## config.mk

```make
export PLATFORM = sky130hd
export DESIGN_NAME = morra_cinese_param
export DESIGN_NICKNAME = d
export VERILOG_FILES = /design/src/rtl/morra_pkg.sv /design/src/rtl/morra_arbitro.sv /design/src/rtl/morra_cinese_param.sv
export SDC_FILE = /design/constraint.sdc
export NUM_CORES = 1
export LEC_CHECK = 0
export BUFFER_PORTS_ARGS = -buffer_cell sky130_fd_sc_hd__buf_2
export CAP_MARGIN = 30
export CORE_MARGIN = 3
export CORE_UTILIZATION = 64
export DETAILED_ROUTE_END_ITERATION = 12
export PLACE_DENSITY = 0.88
export SKIP_CTS_REPAIR_TIMING = 1
export SLEW_MARGIN = 20
export SYNTH_ARGS = -nofsm -noshare
export SYNTH_HDL_FRONTEND = slang
export SYNTH_HIERARCHICAL = 1
export SYNTH_SLANG_ARGS = --single-unit
```

## constraint.sdc

```tcl
create_clock -name CLK -period 7.6 [get_ports CLK]
set_input_delay 1.52 -clock CLK [delete_from_list [all_inputs] [get_ports CLK]]
set_output_delay 1.52 -clock CLK [all_outputs]
set_load 0.005 [all_outputs]
```

## src/rtl/morra_pkg.sv

```systemverilog
// Shared types and move-ordering helper for the morra cinese referee.
// Pure declarations: no latency, no flow control.
// Optional no-repeat rule is selected with MORRA_NO_REPEAT_EN.
package morra_pkg;

    typedef enum logic [1:0] {
        NONE    = 2'b00,
        SASSO   = 2'b01,
        CARTA   = 2'b10,
        FORBICE = 2'b11
    } move_t;

    typedef enum logic [1:0] {
        NESSUNO  = 2'b00,
        VINCE_P1 = 2'b01,
        VINCE_P2 = 2'b10,
        PARI     = 2'b11
    } result_t;

    typedef enum logic [1:0] {
        IDLE = 2'b00,
        PLAY = 2'b01,
        DONE = 2'b10
    } state_t;

    function automatic logic beats(input move_t a, input move_t b);
        return (a == SASSO   && b == FORBICE) ||
               (a == FORBICE && b == CARTA)   ||
               (a == CARTA   && b == SASSO);
    endfunction

endpackage

```

## src/rtl/morra_arbitro.sv

```systemverilog
// Single-manche judge: validity and winner of one pair of moves.
// Purely combinational, no flow control.
// With MORRA_NO_REPEAT_EN a repeat of a player's own last valid move is invalid.
module morra_arbitro
    import morra_pkg::*;
(
    input  move_t   p1_i,
    input  move_t   p2_i,
`ifdef MORRA_NO_REPEAT_EN
    input  move_t   last1_i,
    input  move_t   last2_i,
`endif
    output logic    valid_o,
    output result_t res_o
);

    logic repeat_hit;

`ifdef MORRA_NO_REPEAT_EN
    // last moves are NONE right after a start, so they never match a legal move
    assign repeat_hit = (p1_i == last1_i) || (p2_i == last2_i);
`else
    assign repeat_hit = 1'b0;
`endif

    always_comb begin
        valid_o = (p1_i != NONE) && (p2_i != NONE) && !repeat_hit;
        res_o   = NESSUNO;
        if (valid_o) begin
            if (p1_i == p2_i)           res_o = PARI;
            else if (beats(p1_i, p2_i)) res_o = VINCE_P1;
            else                        res_o = VINCE_P2;
        end
    end

endmodule

```

## src/rtl/morra_cinese_param.sv

```systemverilog
// Rock-paper-scissors match referee: scores manches, ends on limit or early lead.
// Results registered one CLK after the moves are sampled; no backpressure.
// MORRA_NO_REPEAT_EN enables the no-repeat rule (last-move registers).
module morra_cinese_param
    import morra_pkg::*;
#(
    parameter int MIN_MANCHE  = 4,
    parameter int PROG_W      = 4,
    parameter int LEAD_MARGIN = 2,
    localparam int MAX_LIM    = MIN_MANCHE + 2**PROG_W - 1,
    localparam int CNT_W      = $clog2(MAX_LIM + 1)
) (
    input  logic             CLK,
    input  logic             RST_N,
    input  logic [1:0]       PRIMO,
    input  logic [1:0]       SECONDO,
    input  logic             INIZIA,
    output logic [1:0]       MANCHE,
    output logic [1:0]       PARTITA,
    output logic [CNT_W-1:0] N_MANCHE,
    output logic             FINE
);

    state_t           state_q;
    result_t          manche_q, partita_q;
    logic [CNT_W-1:0] n_q, s1_q, s2_q, lim_q;
    logic             fine_q;

    move_t   p1, p2;
    logic    valid;
    result_t res;

    assign p1 = move_t'(PRIMO);
    assign p2 = move_t'(SECONDO);

`ifdef MORRA_NO_REPEAT_EN
    move_t last1_q, last2_q;

    morra_arbitro u_arbitro (
        .p1_i    (p1),
        .p2_i    (p2),
        .last1_i (last1_q),
        .last2_i (last2_q),
        .valid_o (valid),
        .res_o   (res)
    );

    always_ff @(posedge CLK or negedge RST_N) begin
        if (!RST_N) begin
            last1_q <= NONE;
            last2_q <= NONE;
        end else if (INIZIA) begin
            last1_q <= NONE;
            last2_q <= NONE;
        end else if (state_q == PLAY && valid) begin
            last1_q <= p1;
            last2_q <= p2;
        end
    end
`else
    morra_arbitro u_arbitro (
        .p1_i    (p1),
        .p2_i    (p2),
        .valid_o (valid),
        .res_o   (res)
    );
`endif

    // Post-manche values, used both for the update and for the end check.
    logic [CNT_W-1:0] s1_d, s2_d, n_d, lead_d;
    result_t          leader_d;
    logic             end_d;

    always_comb begin
        s1_d     = s1_q + CNT_W'(res == VINCE_P1);
        s2_d     = s2_q + CNT_W'(res == VINCE_P2);
        n_d      = n_q + CNT_W'(1);
        lead_d   = (s1_d >= s2_d) ? (s1_d - s2_d) : (s2_d - s1_d);
        leader_d = (s1_d > s2_d) ? VINCE_P1 :
                   (s2_d > s1_d) ? VINCE_P2 : PARI;
        end_d    = ((n_d >= CNT_W'(MIN_MANCHE)) && (lead_d > CNT_W'(LEAD_MARGIN))) ||
                   (n_d == lim_q);
    end

    always_ff @(posedge CLK or negedge RST_N) begin
        if (!RST_N) begin
            state_q   <= IDLE;
            manche_q  <= NESSUNO;
            partita_q <= NESSUNO;
            n_q       <= '0;
            s1_q      <= '0;
            s2_q      <= '0;
            lim_q     <= '0;
            fine_q    <= 1'b0;
        end else if (INIZIA) begin
            state_q   <= PLAY;
            manche_q  <= NESSUNO;
            partita_q <= NESSUNO;
            n_q       <= '0;
            s1_q      <= '0;
            s2_q      <= '0;
            lim_q     <= CNT_W'(MIN_MANCHE) + CNT_W'({PRIMO, SECONDO});
            fine_q    <= 1'b0;
        end else begin
            case (state_q)
                PLAY: begin
                    if (valid) begin
                        manche_q <= res;
                        s1_q     <= s1_d;
                        s2_q     <= s2_d;
                        n_q      <= n_d;
                        if (end_d) begin
                            partita_q <= leader_d;
                            fine_q    <= 1'b1;
                            state_q   <= DONE;
                        end
                    end else begin
                        manche_q <= NESSUNO;
                    end
                end
                IDLE, DONE: manche_q <= NESSUNO;
                default: begin
                    state_q  <= IDLE;
                    manche_q <= NESSUNO;
                end
            endcase
        end
    end

    assign MANCHE   = manche_q;
    assign PARTITA  = partita_q;
    assign N_MANCHE = n_q;
    assign FINE     = fine_q;

endmodule

```

# Word level (Yosys, flattened, before mapping)
# Index checks and enable logic that the tools add are counted.
dict set report word_totals {
  ff_bits 27
  in_bits 7
}
dict set report op_classes {
  add_sub_neg 6
  magnitude_cmp 5
  n_eq_ne 15
  muxes 30
  n_reduce_logical 18
}
# cell n
set ops {}
lappend ops {{$mux 5} 10}
lappend ops {{$mux 2} 14}
lappend ops {{$eq 2x2->1 const B} 6}
lappend ops {{$add 5x1->5} 2}
lappend ops {{$gt 5x5->1} 2}
lappend ops {{$reduce_bool 2->1} 5}
lappend ops {{$sub 5x5->5} 2}
lappend ops {{$eq 2x1->1 const B} 4}
lappend ops {{$reduce_and 3->1} 2}
lappend ops {{$add 3x4->5 const A} 1}
lappend ops {{$add 5x1->5 const B} 1}
lappend ops {{$eq 5x5->1} 1}
lappend ops {{$ge 5x3->1 const B} 1}
lappend ops {{$ge 5x5->1} 1}
lappend ops {{$gt 5x2->1 const B} 1}
lappend ops {{$logic_and 1x1->1} 5}
lappend ops {{$mux 1} 5}
lappend ops {{$pmux 2 s2} 1}
lappend ops {{$logic_or 1x1->1} 3}
lappend ops {{$ne 3x2->1 const B} 1}
lappend ops {{$ne 3x3->1 const B} 1}
lappend ops {{$eq 2x2->1} 1}
lappend ops {{$logic_not 2->1} 1}
lappend ops {{$ne 2x2->1 const B} 1}
lappend ops {{2 further kinds} 2}

# Logic depth before layout (Yosys ltp)
dict set report logic_depth {
  depth_word 18
  ltp_mapped 17
  depth_no_buf 15
}

# Cells and area by module
# The synthesis kept the hierarchy.
# module n_inst cells_per_inst area_per_inst_um2 seq_area_each_um2
set modules_own_cells {}
lappend modules_own_cells {morra_cinese_param 1 203 1884.3 675.6}
lappend modules_own_cells {morra_arbitro 1 9 90.1 0.0}

# Worst setup path before layout
# Ideal clock, no wire load.
dict set report synth_timing {
  path_type {input port to flip-flop}
  from {input PRIMO[0]}
  to {register partita_q[1] (netlist: PARTITA[1])}
  setup_time_ns 0.099
  arrival_ns 4.864
  t_required_ns 7.501
  setup_slack_ns 2.636
  stages 17
  path_buffers 2
  cell_sequence {mux2_1 > a221o_1 > nor2b_1 > ha_1 > and2_1 > buf_4 > nand3_1 > xor2_1 > ha_1 > clkbuf_1 > nand4_1 > o311ai_0 > a311o_1 > o311a_1 > o41ai_4 > a21oi_1 > a311oi_1}
}
dict set report synth_between {
  elab_chain_cells 16
  elab_cells_between_ends 34
}
# item line_no
set synth_lines {}
lappend synth_lines {{start, declared} morra_cinese_param.sv:15} ;# input logic [1:0] PRIMO,
lappend synth_lines {{$eq 2x1->1 / $eq 2x2->1 (equally long branches)} {morra_pkg.sv:27, morra_pkg.sv:28}}
lappend synth_lines {{$logic_and 1x1->1 (on tied branches)} {morra_pkg.sv:27, morra_pkg.sv:28}}
lappend synth_lines {{$logic_or 1x1->1} morra_pkg.sv:27} ;# return (a == SASSO && b == FORBICE) ||
lappend synth_lines {{$logic_or 1x1->1} morra_pkg.sv:28} ;# (a == FORBICE && b == CARTA) ||
lappend synth_lines {{$mux 2} morra_arbitro.sv:31} ;# else if (beats(p1_i, p2_i)) res_o = VINCE_P1;
lappend synth_lines {{$mux 2} morra_arbitro.sv:30} ;# if (p1_i == p2_i) res_o = PARI;
lappend synth_lines {{$mux 2 *} morra_arbitro.sv:29} ;# if (valid_o) begin
lappend synth_lines {{net res[1]} morra_cinese_param.sv:31} ;# result_t res;
lappend synth_lines {{$eq 2x2->1 / $eq 2x1->1 (equally long branches)} {morra_cinese_param.sv:76, morra_cinese_param.sv:75}}
lappend synth_lines {{$add 5x1->5 (on tied branches)} {morra_cinese_param.sv:76, morra_cinese_param.sv:75}}
lappend synth_lines {{$sub 5x5->5 / $ge 5x5->1 (equally long branches)} morra_cinese_param.sv:78} ;# lead_d = (s1_d >= s2_d) ? (s1_d - s2_d) : (s2_d - s1_d);
lappend synth_lines {{$mux 5} morra_cinese_param.sv:78}
lappend synth_lines {{$gt 5x2->1} morra_cinese_param.sv:81} ;# end_d = ((n_d >= CNT_W'(MIN_MANCHE)) && (lead_d > CNT_W'(LEAD_MARGIN))) ||
lappend synth_lines {{$logic_and 1x1->1} morra_cinese_param.sv:81}
lappend synth_lines {{$logic_or 1x1->1} morra_cinese_param.sv:81}
lappend synth_lines {{$reduce_bool 2->1 (no line)} -}
lappend synth_lines {{$reduce_and 3->1 (no line)} -}
lappend synth_lines {{end signal, assigned} morra_cinese_param.sv:113} ;# partita_q <= leader_d;
lappend synth_lines {{end, declared} morra_cinese_param.sv:25} ;# result_t manche_q, partita_q;
# Mark *: on every way through the listed nets, which the timed path passes. The rest lies on a longest branch. The select of a mux whose other input is x is not followed.
# A chain may end at the register's enable or synchronous reset.

# Worst setup path in the final report
dict set report layout_timing {
  from {input PRIMO[1]}
  to {register partita_q[1] (netlist: PARTITA[1])}
}
# The elaborated chain is that of the path after synthesis.

==> results_dict.tcl <==
set metrics [dict create \
    run_status "completed" \
    dominantRegCellSynth "sky130_fd_sc_hd__dfrtp_1" \
    mappedNetlistArea_sq_um 1970 \
    worst-slew-pin-transition_ps 682 \
    cp_data_required_time_ps 7830 \
    seqPwrFrac_pct 46.2 \
    finalWirelength_mm 3.85 \
    final_critical_path_setup_slack_ps 2380 \
    type_of_the_worst_min_delay_path "reg2reg" \
    relSlewSlack_pct 54.4 \
    post-route-util_pct 73.1 \
    critical-path-top-cell-by-count "sky130_fd_sc_hd__ha_1" \
    synth_top_cell_area_share_pct 34.2 \
    cts-root-buf "sky130_fd_sc_hd__clkbuf_4" \
    gp_congestion 0.803 \
    timing.critical_path.from_type "input pin" \
    grt_antenna_before_repair 0 \
    gr-total-overflow 0 \
    syn_avg_cell_area_sq_um 9.31 \
    core_area_sq_um 2850 \
    internal-power_mw 0.234 \
    drt_iter0_drc 139 \
    critPathSlowestCell "sky130_fd_sc_hd__ha_1" \
    post_drt_via_cell_ratio 6.18 \
    critical_path_arrival_ps 5450 \
    area_growth_syn_to_layout_pct 5.58 \
    floorplan.initialDensity_pct 69.2 \
    first_pass_iters 4 \
    cts_tree "yes" \
    place_worst_setup_slack_ps 2070 \
    part_of_the_power_in_the_clock_network_pct 16.7 \
    synth_cell_type_count 47 \
    synthTopCellsByArea "sky130_fd_sc_hd__dfrtp_1, sky130_fd_sc_hd__ha_1, sky130_fd_sc_hd__xnor2_1, sky130_fd_sc_hd__xor2_1, sky130_fd_sc_hd__a21oi_1" \
    final_nets 249 \
    p_leak_nw 0.973 \
    synth_top_area_cell "sky130_fd_sc_hd__dfrtp_1" \
    antenna_cells 0 \
    drive_above_1_share_pct 12.5 \
    sequential_to_total_area_share_from_yosys_stat_pct 34.2 \
    synth-edff-count 0 \
    finalSetupViolCount 0 \
    switching_power_mw 0.129 \
    final-hold-violation-count 0 \
    fp-row-count 19 \
    dieHeight_microns 61.5 \
    numPortBuffers 16 \
    timing.final.crit_share_pct 68.7 \
    period_minus_slack_ps 5220 \
    worstPathCellList "buf_2 -> mux2_1 -> a221o_1 -> nor2b_1 -> ha_1 -> and2_1 -> nand3_1 -> xor2_1 -> ha_1 -> nand4_1 -> o311ai_0 -> a311o_1 -> o311a_1 -> o41ai_4 -> a21oi_1 -> a311oi_1" \
    detail_route.wl_per_cell_microns 15.1 \
    max-vdd-ir-drop_mv 0.188 \
    timing.setup.tns_ps 0 \
    synth-async-reset-ratio_pct 100 \
    delay_contributed_by_the_slowest_stage_of_the_critical_path_ps 450 \
    post_synth_inst_count 212 \
    die_w_microns 61.5 \
    nature_of_the_critical_path_endpoint "flop" \
    clkTransAtPathRegs_ps 140 \
    timing.clock.skew_ps 13.9 \
    grt_first_pass_wirelength_mm 6.51 \
    tritoncts.num_buffers 3 \
    fillers 217 \
    maxSlewViolCount 0 \
    largest_net_degree_at_the_start_of_global_routing 28 \
    htree_levels 1 \
    routed-via-count 1576 \
    power_per_cell_area_nw_per_um2 174 \
    grt.total_usage_pct 22.8 \
    switching_power_share_of_the_total_pct 35.5 \
    maximum_fanout_along_the_worst_path 10 \
    fp.dieArea_sq_um 3790 \
    place_hpwl_mm 2.87 \
    drtAntennaViolNets 0 \
    max_freq_ghz 0.192 \
    synth.ff_latch_count 27 \
    first_global_vias 1458 \
    mappedNetlistNets 236 \
    cap_violations 0 \
    yosys_warn_count 6 \
    design_power_total_mw 0.363 \
    clk-insertion-delay-late_ps 320 \
    boundaryPins 17 \
    route.detailed.drc 0 \
    clockBufferDepth 2 \
    p_comb_share_pct 37.0 \
    grt_setup_unrepaired "false" \
    clock_tree_sinks 27 \
    setup.worst_path.class "in2reg" \
]
kinds of logic after synthesis:
kind of cell | after synthesis | synth area share [%]
AND/OR/NAND/NOR | 65 | 17.3
AO/OA/AOI/OAI | 47 | 16.0
adder cells (fa/ha/maj) | 18 | 12.0
buffers and inverters | 23 | 4.63
flip-flops | 27 | 34.2
multiplexers | 7 | 3.93
XOR/XNOR | 25 | 11.9
per-layer routing:
metal	track usage, %	part of all wire [%]	wire length, microns	up-vias
met3	4.82	5.0	194	0
met5	0	0	0	-
met1	31.4	44	1700	772
met2	37.4	51	1950	45
met4	4.24	0	0	0
li1	-	-	-	759
area by class of cell:
type,instances,area (sq um),share of cell area (%)
sequential,27,676,32.4
clock buffer,4,26.3,1.26
inverter,15,56.3,2.70
tap,31,38.8,1.86
timing repair buffer,16,80.1,3.84
multi-input combinational,162,1210,57.9
synth_stat cells (2+ instances only):
cell type	count
sky130_fd_sc_hd__a221o_1	2
sky130_fd_sc_hd__nor3b_1	3
sky130_fd_sc_hd__fa_1	2
sky130_fd_sc_hd__a211oi_1	2
sky130_fd_sc_hd__mux2_2	4
sky130_fd_sc_hd__nor2_1	10
sky130_fd_sc_hd__xnor2_1	13
sky130_fd_sc_hd__a21oi_1	18
sky130_fd_sc_hd__clkbuf_1	6
sky130_fd_sc_hd__inv_1	15
sky130_fd_sc_hd__nor2b_1	3
sky130_fd_sc_hd__mux2_1	2
sky130_fd_sc_hd__nand4_1	3
sky130_fd_sc_hd__nand3_1	7
sky130_fd_sc_hd__nor3_1	3
sky130_fd_sc_hd__and2_1	4
sky130_fd_sc_hd__or3_1	6
sky130_fd_sc_hd__dfrtp_1	27
sky130_fd_sc_hd__xor2_1	11
sky130_fd_sc_hd__o21ai_0	11
sky130_fd_sc_hd__a21o_1	3
sky130_fd_sc_hd__nand2_1	18
sky130_fd_sc_hd__ha_1	15
stage by stage:
stage | hold WS [ps] | std cells | instance area (sq um)
2_1_floorplan | 494 | 212 | 1970
3_3_place_gp | 507 | 251 | 2060
3_5_place_dp | 524 | 251 | 2060
4_1_cts | 552 | 255 | 2080
5_1_grt | 581 | 255 | 2080
6_report | 544 | 255 | 2080
path summary, 6_finish.rpt:
kind                       slack, ps  depth (start not counted)                start                     end
hold / removal                   540                          2     FINE$_DFFE_PN0P_        FINE$_DFFE_PN0P_
setup reg to reg                4220                         12  s2_q[0]$_DFFE_PN0P_  PARTITA[1]$_DFFE_PN0P_
setup / recovery                2380                         16             PRIMO[1]  PARTITA[1]$_DFFE_PN0P_
max in group asynchronous       6040                          1                RST_N     s1_q[3]$_DFFE_PN0P_
hold reg to reg                  540                          2     FINE$_DFFE_PN0P_        FINE$_DFFE_PN0P_
min in group asynchronous       1170                          1                RST_N  PARTITA[1]$_DFFE_PN0P_
registers in the layout (all words and copies together), names as in the netlist:
name / flops
N_MANCHE: 5
s1_q: 5
s2_q: 5
FINE: 1
lim_q: 5
MANCHE: 2
state_q: 2
PARTITA: 2
power by group through the flow:
stage                     combinational, mW  clock, mW  sequential [mW]
after global placement                0.129          0            0.170
after global routing                  0.152     0.0667            0.170
final                                 0.135     0.0607            0.168
after detailed placement              0.133          0            0.170
after floorplan                       0.100          0            0.168
after CTS                             0.134     0.0602            0.168
layout by cell type (no fill, tap or decap), types with 2 or more instances in the layout:
cell	count
sky130_fd_sc_hd__mux2_2	4
sky130_fd_sc_hd__dfrtp_1	27
sky130_fd_sc_hd__nand3_1	7
sky130_fd_sc_hd__nor2b_1	3
sky130_fd_sc_hd__buf_2	16
sky130_fd_sc_hd__nor3b_1	3
sky130_fd_sc_hd__a21o_1	3
sky130_fd_sc_hd__nor2_1	10
sky130_fd_sc_hd__nand4_1	3
sky130_fd_sc_hd__a221o_1	2
sky130_fd_sc_hd__a211oi_1	2
sky130_fd_sc_hd__xor2_1	11
sky130_fd_sc_hd__nor3_1	3
sky130_fd_sc_hd__fa_1	2
sky130_fd_sc_hd__o21ai_0	11
sky130_fd_sc_hd__nand2_1	18
sky130_fd_sc_hd__a21oi_1	18
sky130_fd_sc_hd__ha_1	15
sky130_fd_sc_hd__inv_1	15
sky130_fd_sc_hd__clkbuf_4	3
sky130_fd_sc_hd__and2_1	4
sky130_fd_sc_hd__mux2_1	2
sky130_fd_sc_hd__or3_1	6
sky130_fd_sc_hd__xnor2_1	13
worst max-delay path, delay by kind of cell:
kind / cells / cell delay, ps
buffers and inverters: 1 / 140
and+or+nand+nor: 4 / 750
muxes: 1 / 340
adders and majority gates: 2 / 630
AOI/OAI and AO/OA: 7 / 1870
xor gates and xnor gates: 1 / 180
No activity file was read; power rests on OpenSTA's default activity.
